--- src/rtl/ps2_keyboard_rx_pkg.sv ---
// Shared definitions for the PS/2 keyboard receiver: frame FSM states, prefix bytes
// and the keyboard response codes that are never reported as key events.
package ps2_keyboard_rx_pkg;

    typedef enum logic [1:0] {
        StIdle   = 2'd0,
        StData   = 2'd1,
        StParity = 2'd2,
        StStop   = 2'd3
    } ps2_state_e;

    localparam logic [7:0] PS2_EXT   = 8'hE0;
    localparam logic [7:0] PS2_REL   = 8'hF0;
    localparam logic [7:0] PS2_PAUSE = 8'hE1;

    localparam logic [7:0] PS2_BAT_OK   = 8'hAA;
    localparam logic [7:0] PS2_ACK      = 8'hFA;
    localparam logic [7:0] PS2_RESEND   = 8'hFE;
    localparam logic [7:0] PS2_ECHO     = 8'hEE;
    localparam logic [7:0] PS2_OVERRUN0 = 8'h00;
    localparam logic [7:0] PS2_OVERRUN1 = 8'hFF;

    // Keyboard status/response bytes: dropped, and any pending prefix is discarded.
    function automatic logic is_response(input logic [7:0] b);
        return b inside {PS2_BAT_OK, PS2_ACK, PS2_RESEND, PS2_ECHO, PS2_OVERRUN0, PS2_OVERRUN1};
    endfunction

endpackage

--- src/rtl/ps2_line_filter.sv ---
// Two-flop synchroniser plus glitch filter for one PS/2 line; the level output only
// follows the input after FILTER consecutive samples that differ from it.
module ps2_line_filter #(
    parameter int unsigned FILTER = 4
) (
    input  logic clk,
    input  logic reset,
    input  logic line,
    output logic level
);

    localparam int unsigned CW = $clog2(FILTER + 1);

    logic [1:0]    sync_q;
    logic [CW-1:0] cnt_q;
    logic          level_q;

    always_ff @(posedge clk) begin
        if (reset) begin
            sync_q  <= 2'b11;
            cnt_q   <= '0;
            level_q <= 1'b1;
        end else begin
            sync_q <= {sync_q[0], line};
            if (sync_q[1] == level_q) begin
                cnt_q <= '0;
            end else if (cnt_q == CW'(FILTER - 1)) begin
                level_q <= sync_q[1];
                cnt_q   <= '0;
            end else begin
                cnt_q <= cnt_q + 1'b1;
            end
        end
    end

    assign level = level_q;

endmodule

--- src/rtl/ps2_keyboard_rx.sv ---
// PS/2 device-to-host receiver: filters the lines, reassembles 11-bit frames on clock
// falls, and folds E0/F0 prefixes into single key events.
module ps2_keyboard_rx
    import ps2_keyboard_rx_pkg::*;
#(
    parameter int unsigned FILTER  = 4,
    parameter int unsigned TIMEOUT = 8191
) (
    input  logic       clk,
    input  logic       reset,
    input  logic       ps2_clk_in,
    input  logic       ps2_data_in,
    output logic [7:0] rx_byte,
    output logic       rx_strobe,
    output logic       rx_error,
    output logic [7:0] key_code,
    output logic       key_extended,
    output logic       key_released,
    output logic       key_strobe
);

    localparam int unsigned TW = $clog2(TIMEOUT + 1);

    logic clk_f, data_f, clk_prev_q, fall;

    ps2_line_filter #(.FILTER(FILTER)) u_clk_filter (
        .clk   (clk),
        .reset (reset),
        .line  (ps2_clk_in),
        .level (clk_f)
    );

    ps2_line_filter #(.FILTER(FILTER)) u_data_filter (
        .clk   (clk),
        .reset (reset),
        .line  (ps2_data_in),
        .level (data_f)
    );

    assign fall = clk_prev_q & ~clk_f;

    ps2_state_e    state_q, state_d;
    logic [2:0]    bitcnt_q, bitcnt_d;
    logic [7:0]    shift_q, shift_d;
    logic          parity_q, parity_d;
    logic [TW-1:0] tcnt_q, tcnt_d;
    logic [7:0]    rx_byte_q, rx_byte_d;
    logic          rx_strobe_q, rx_strobe_d, rx_error_q, rx_error_d;
    logic          ext_q, ext_d, rel_q, rel_d;
    logic [7:0]    key_code_q, key_code_d;
    logic          key_ext_q, key_ext_d, key_rel_q, key_rel_d, key_strobe_q, key_strobe_d;

    always_comb begin
        state_d     = state_q;
        bitcnt_d    = bitcnt_q;
        shift_d     = shift_q;
        parity_d    = parity_q;
        tcnt_d      = tcnt_q;
        rx_byte_d   = rx_byte_q;
        rx_strobe_d = 1'b0;
        rx_error_d  = 1'b0;

        if (state_q == StIdle || fall) begin
            tcnt_d = '0;
        end else if (tcnt_q != TW'(TIMEOUT)) begin
            tcnt_d = tcnt_q + 1'b1;
        end

        if (fall) begin
            unique case (state_q)
                StIdle: begin
                    if (!data_f) begin
                        state_d  = StData;
                        bitcnt_d = '0;
                    end
                end
                StData: begin
                    shift_d  = {data_f, shift_q[7:1]};
                    bitcnt_d = bitcnt_q + 1'b1;
                    if (bitcnt_q == 3'd7) state_d = StParity;
                end
                StParity: begin
                    parity_d = data_f;
                    state_d  = StStop;
                end
                StStop: begin
                    state_d = StIdle;
                    if ((^{shift_q, parity_q}) && data_f) begin
                        rx_byte_d   = shift_q;
                        rx_strobe_d = 1'b1;
                    end else begin
                        rx_error_d = 1'b1;
                    end
                end
            endcase
        end else if (state_q != StIdle && tcnt_q == TW'(TIMEOUT)) begin
            state_d    = StIdle;
            rx_error_d = 1'b1;
        end
    end

    // Prefix decoder works on the registered byte, one cycle behind rx_strobe.
    always_comb begin
        ext_d        = ext_q;
        rel_d        = rel_q;
        key_code_d   = key_code_q;
        key_ext_d    = key_ext_q;
        key_rel_d    = key_rel_q;
        key_strobe_d = 1'b0;

        if (rx_error_q) begin
            ext_d = 1'b0;
            rel_d = 1'b0;
        end else if (rx_strobe_q) begin
            if (rx_byte_q == PS2_EXT) begin
                ext_d = 1'b1;
            end else if (rx_byte_q == PS2_REL) begin
                rel_d = 1'b1;
            end else if (rx_byte_q == PS2_PAUSE) begin
                ext_d = ext_q;
            end else if (is_response(rx_byte_q)) begin
                ext_d = 1'b0;
                rel_d = 1'b0;
            end else begin
                key_code_d   = rx_byte_q;
                key_ext_d    = ext_q;
                key_rel_d    = rel_q;
                key_strobe_d = 1'b1;
                ext_d        = 1'b0;
                rel_d        = 1'b0;
            end
        end
    end

    always_ff @(posedge clk) begin
        if (reset) begin
            clk_prev_q   <= 1'b1;
            state_q      <= StIdle;
            bitcnt_q     <= '0;
            shift_q      <= '0;
            parity_q     <= 1'b0;
            tcnt_q       <= '0;
            rx_byte_q    <= '0;
            rx_strobe_q  <= 1'b0;
            rx_error_q   <= 1'b0;
            ext_q        <= 1'b0;
            rel_q        <= 1'b0;
            key_code_q   <= '0;
            key_ext_q    <= 1'b0;
            key_rel_q    <= 1'b0;
            key_strobe_q <= 1'b0;
        end else begin
            clk_prev_q   <= clk_f;
            state_q      <= state_d;
            bitcnt_q     <= bitcnt_d;
            shift_q      <= shift_d;
            parity_q     <= parity_d;
            tcnt_q       <= tcnt_d;
            rx_byte_q    <= rx_byte_d;
            rx_strobe_q  <= rx_strobe_d;
            rx_error_q   <= rx_error_d;
            ext_q        <= ext_d;
            rel_q        <= rel_d;
            key_code_q   <= key_code_d;
            key_ext_q    <= key_ext_d;
            key_rel_q    <= key_rel_d;
            key_strobe_q <= key_strobe_d;
        end
    end

    assign rx_byte      = rx_byte_q;
    assign rx_strobe    = rx_strobe_q;
    assign rx_error     = rx_error_q;
    assign key_code     = key_code_q;
    assign key_extended = key_ext_q;
    assign key_released = key_rel_q;
    assign key_strobe   = key_strobe_q;

endmodule

--- config.mk ---
export PLATFORM = sky130hd
export DESIGN_NAME = ps2_keyboard_rx
export DESIGN_NICKNAME = d
export VERILOG_FILES = /design/src/rtl/ps2_keyboard_rx_pkg.sv /design/src/rtl/ps2_line_filter.sv /design/src/rtl/ps2_keyboard_rx.sv
export SDC_FILE = /design/constraint.sdc
export NUM_CORES = 1
export LEC_CHECK = 0
export CORE_UTILIZATION = 55
export DETAILED_ROUTE_END_ITERATION = 12
export MAX_ROUTING_LAYER = met4
export PLACE_DENSITY = 0.84
export SLEW_MARGIN = 25
export SYNTH_ARGS = -nofsm -noshare
export SYNTH_HDL_FRONTEND = slang
export SYNTH_SLANG_ARGS = --single-unit
--- constraint.sdc ---
create_clock -name clk -period 2.1 [get_ports clk]
set_input_delay 0.42 -clock clk [delete_from_list [all_inputs] [get_ports clk]]
set_output_delay 0.42 -clock clk [all_outputs]
set_load 0.05 [all_outputs]
==> metrics.cfg <==
[synthesis]
synth_sequential_area_ratio_pct=46.6
synthesis.yosys.warnings=0
synth_compound_area_share_pct=11.6
main_combinational_cell_family_by_area_after_synthesis=simple AND/OR/NAND/NOR gates
synthMuxAreaShare_pct=5.74
synthDistinctLibCells=44
synthSimpleGateAreaFrac_pct=21.0
post_synth_xor_area_fraction_pct=6.57
ys.flop_type=dfxtp_1
synthesis.instances=297
postSynth.asyncResetShare_pct=0
synth_enable_flop_cells=0
postSynthNetCount=313
synth_area_per_cell_um2=9.10
synth.ff_latch_count=63
mappedNetlistArea_um2=2700
synth_fa_ha_area_share_pct=5.55

[worst_setup_path]
r2r_start=tcnt_q[0]
worstPathCellList=clkdlybuf4s50_1
crit_path_top_delay_cell=clkdlybuf4s50_1
reg2reg_to=tcnt_q[9]
path_buf_inv=1
crit_path_end_kind=primary output
critical_path.max_stage_delay_ps=850
setup.worst_path.class=flip-flop to primary output
r2r_setup_slack_ps=190
worstSetupStartpointType=flip-flop
timing.critical_path.fanout_max=6
worstRegToRegCells=6
timing.critical_path.arrival_ps=1620
required_time_at_the_worst_slack_endpoint_ps=1680
crit_family=buffers and inverters

[layout]
final_nets=344
final_area_um2=3290
seq_area_um2=1260
mostFrequentLayoutCells=63 x dfxtp_1, 38 x nor2_1, 24 x nand2_1, 23 x nand3_1, 21 x a21oi_1
num-fill-cells=342
diodes=0
final_common_cell=dfxtp_1
flow.area_growth_from_synthesis_pct=21.7
drive_above_1_share_pct=10.5
multiInputGateArea_um2=1360

[placed_design]
dp_slack_ps=197
io_buffer_count=24
finalWeightedCongestion=0.768
placed_area_um2=3040
hpwl_um=3620

[clock_tree]
root_buffer=clkbuf_8
clock_tree.htree_level_count=3
postCtsHoldBufs=0
cts.clk_slew.worst_paths_ps=70
cts-buffers-inserted=9
tritoncts=done
cts_setup_buffers=0
clock_latency_ps=340
cts-root-to-sink-buffers=2
tritoncts_num_sinks=63

[global_routing]
grt.met2_usage_pct=37.2
grt-busiest-layer=met2
grt_antenna_before_repair=0
wire_length_of_the_first_global_routing_pass_um=8990
gr-usage-met1_pct=27.0
globalRouteTotalUtil_pct=23.0
grt_util_met3_pct=5.42
grt_max_degree=17
global_route.overflow_total=0
number_of_global_route_vias_before_repair=2125

[routing]
routed_wl_um=5400
avgRoutedWirePerCell_um=13.5
detail_route.vias_per_cell=5.53
drt_first_iter_violations=155
drc=0
vias=2211
firstDrtPassIters=4
ant_nets=0

[sta]
worst_pin_slew_ps=569
finalMaxSlewViolations=0
maximum_clock_skew_at_final_layout_ps=7.36
fin_crit_ps=2040
rsz0062_at_grt=no
relSlewSlack_pct=61.8
clock.fmax_mhz=491
setup_ws_ps=64.9
final.period_utilization_pct=96.9
hold_viol_final=0
setup-violations-final=0
setup_tns_ps=0

[hold_path]
min-delay-path-class=flip-flop to flip-flop
whs_endpoint=u_data_filter.sync_q[1]
whs_path_depth=1
launch_point_of_the_worst_hold_path=u_data_filter.sync_q[0]

[die]
io_pins=25
initial_utilization_pct=57.2
design.die.area_um2=5200
die_width_um=72.1
die-height_um=72.1
rows=25
placeableCoreArea_um2=4720

[power_and_ir_drop]
p_leak_nw=1.32
ir_drop_uv=372
p_total_mw=2.48
pwr_density_cell_nw_per_um2=754

[flow_run]
maxCapViolCount=0

[status]
status=complete, no violations

## Yosys cell counts, drive strengths merged (2+ instances only)
cell	instances	area, µm²
nand2b	2	12.5
nand2	24	90.1
xnor2	8	70.1
ha	12	150
inv	9	33.8
and2	3	18.8
mux2i	12	133
nor2	38	143
mux2	2	22.5
or2	5	31.3
a21oi	21	105
clkbuf	11	41.3
xor2	7	61.3
nand4	3	18.8
a211oi	2	20.0
and3	3	18.8
and4	4	35.0
o21ai	14	70.1
a22oi	3	22.5
nor4	2	12.5
a32oi	2	17.5
or3	2	12.5
nor3	5	25.0
nand3	23	115
xnor3	2	46.3
dfxtp	63	1260
## layout make-up
cell class | instances | share of cell area, %
repair buffers | 32 | 9.32
inverters | 9 | 1.03
flip-flops and latches | 63 | 38.3
clock inverters | 2 | 1.83
multi-input cells | 213 | 41.4
well taps | 67 | 2.55
clock buffers | 14 | 5.55
## how the worst max path moves through the flow
stage	endpoint	depth (start not counted)	start
2_1_floorplan	key_code[0]	6	rx_byte[6]
3_3_place_gp	rx_byte[0]	5	shift_q[1]
3_5_place_dp	rx_byte[2]	5	shift_q[2]
4_1_cts	rx_error	1	rx_error
5_1_grt	rx_byte[6]	1	rx_byte[6]
6_report	rx_byte[6]	1	rx_byte[6]
## worst register-to-register path, stage by stage, from the launching register on
cell	delay (ps)
dfxtp_1	340
ha_1	250
and4_1	270
a311oi_1	540
nand4_1	180
xor2_1	150
nor2_1	50
## registers in the layout, indices dropped and copies added, names as in the netlist
name / count
u_clk_filter.cnt_q: 3
rel_q: 1
shift_q: 8
rx_error: 1
u_clk_filter.level: 1
u_data_filter.level: 1
key_code: 8
key_extended: 1
key_strobe: 1
bitcnt_q: 3
u_data_filter.cnt_q: 3
ext_q: 1
key_released: 1
u_clk_filter.sync_q: 2
u_data_filter.sync_q: 2
rx_byte: 8
parity_q: 1
tcnt_q: 13
clk_prev_q: 1
state_q: 2
rx_strobe: 1
## where the power goes
| group | internal [mW] | total, mW | switching (mW) | leakage [nW] |
|---|---|---|---|---|
| sequential | 1.20 | 1.20 | 0.00220 | 0.508 |
| combinational | 0.0131 | 0.0303 | 0.0171 | 0.688 |
| clock | 0.799 | 1.25 | 0.450 | 0.123 |
| total | 2.01 | 2.48 | 0.469 | 1.32 |
## layer usage
layer | vias up | share of wire [%]
met3 | 9 | 3.7
met5 | - | 0
met1 | 1056 | 45
met2 | 55 | 50
met4 | 0 | 1.7
li1 | 1091 | -
## cell families after synthesis
family,Yosys count
xor gates and xnor gates,17
muxes,14
adders and majority gates,12
DFF,63
buffers and inverters,21
AOI/OAI and AO/OA,52
and+or+nand+nor,118
## per-stage QoR
step / instances / hold WS [ps] / util [%]
finish: 400 / 414 / 69.7
global route: 400 / 425 / 69.7
CTS: 400 / 408 / 69.5
detailed placement: 384 / 393 / 64.3
global placement: 384 / 394 / 64.3
floorplan: 297 / 389 / -
## what timing repair did
action / 4_1_cts / 5_1_grt
hold endpoints to repair: 0 / 0
resized for setup: 1 / 4
endpoints found under the setup margin: 1 / 4
pin swaps: 0 / 0
Note: power is estimated with default switching activity, not from simulation.
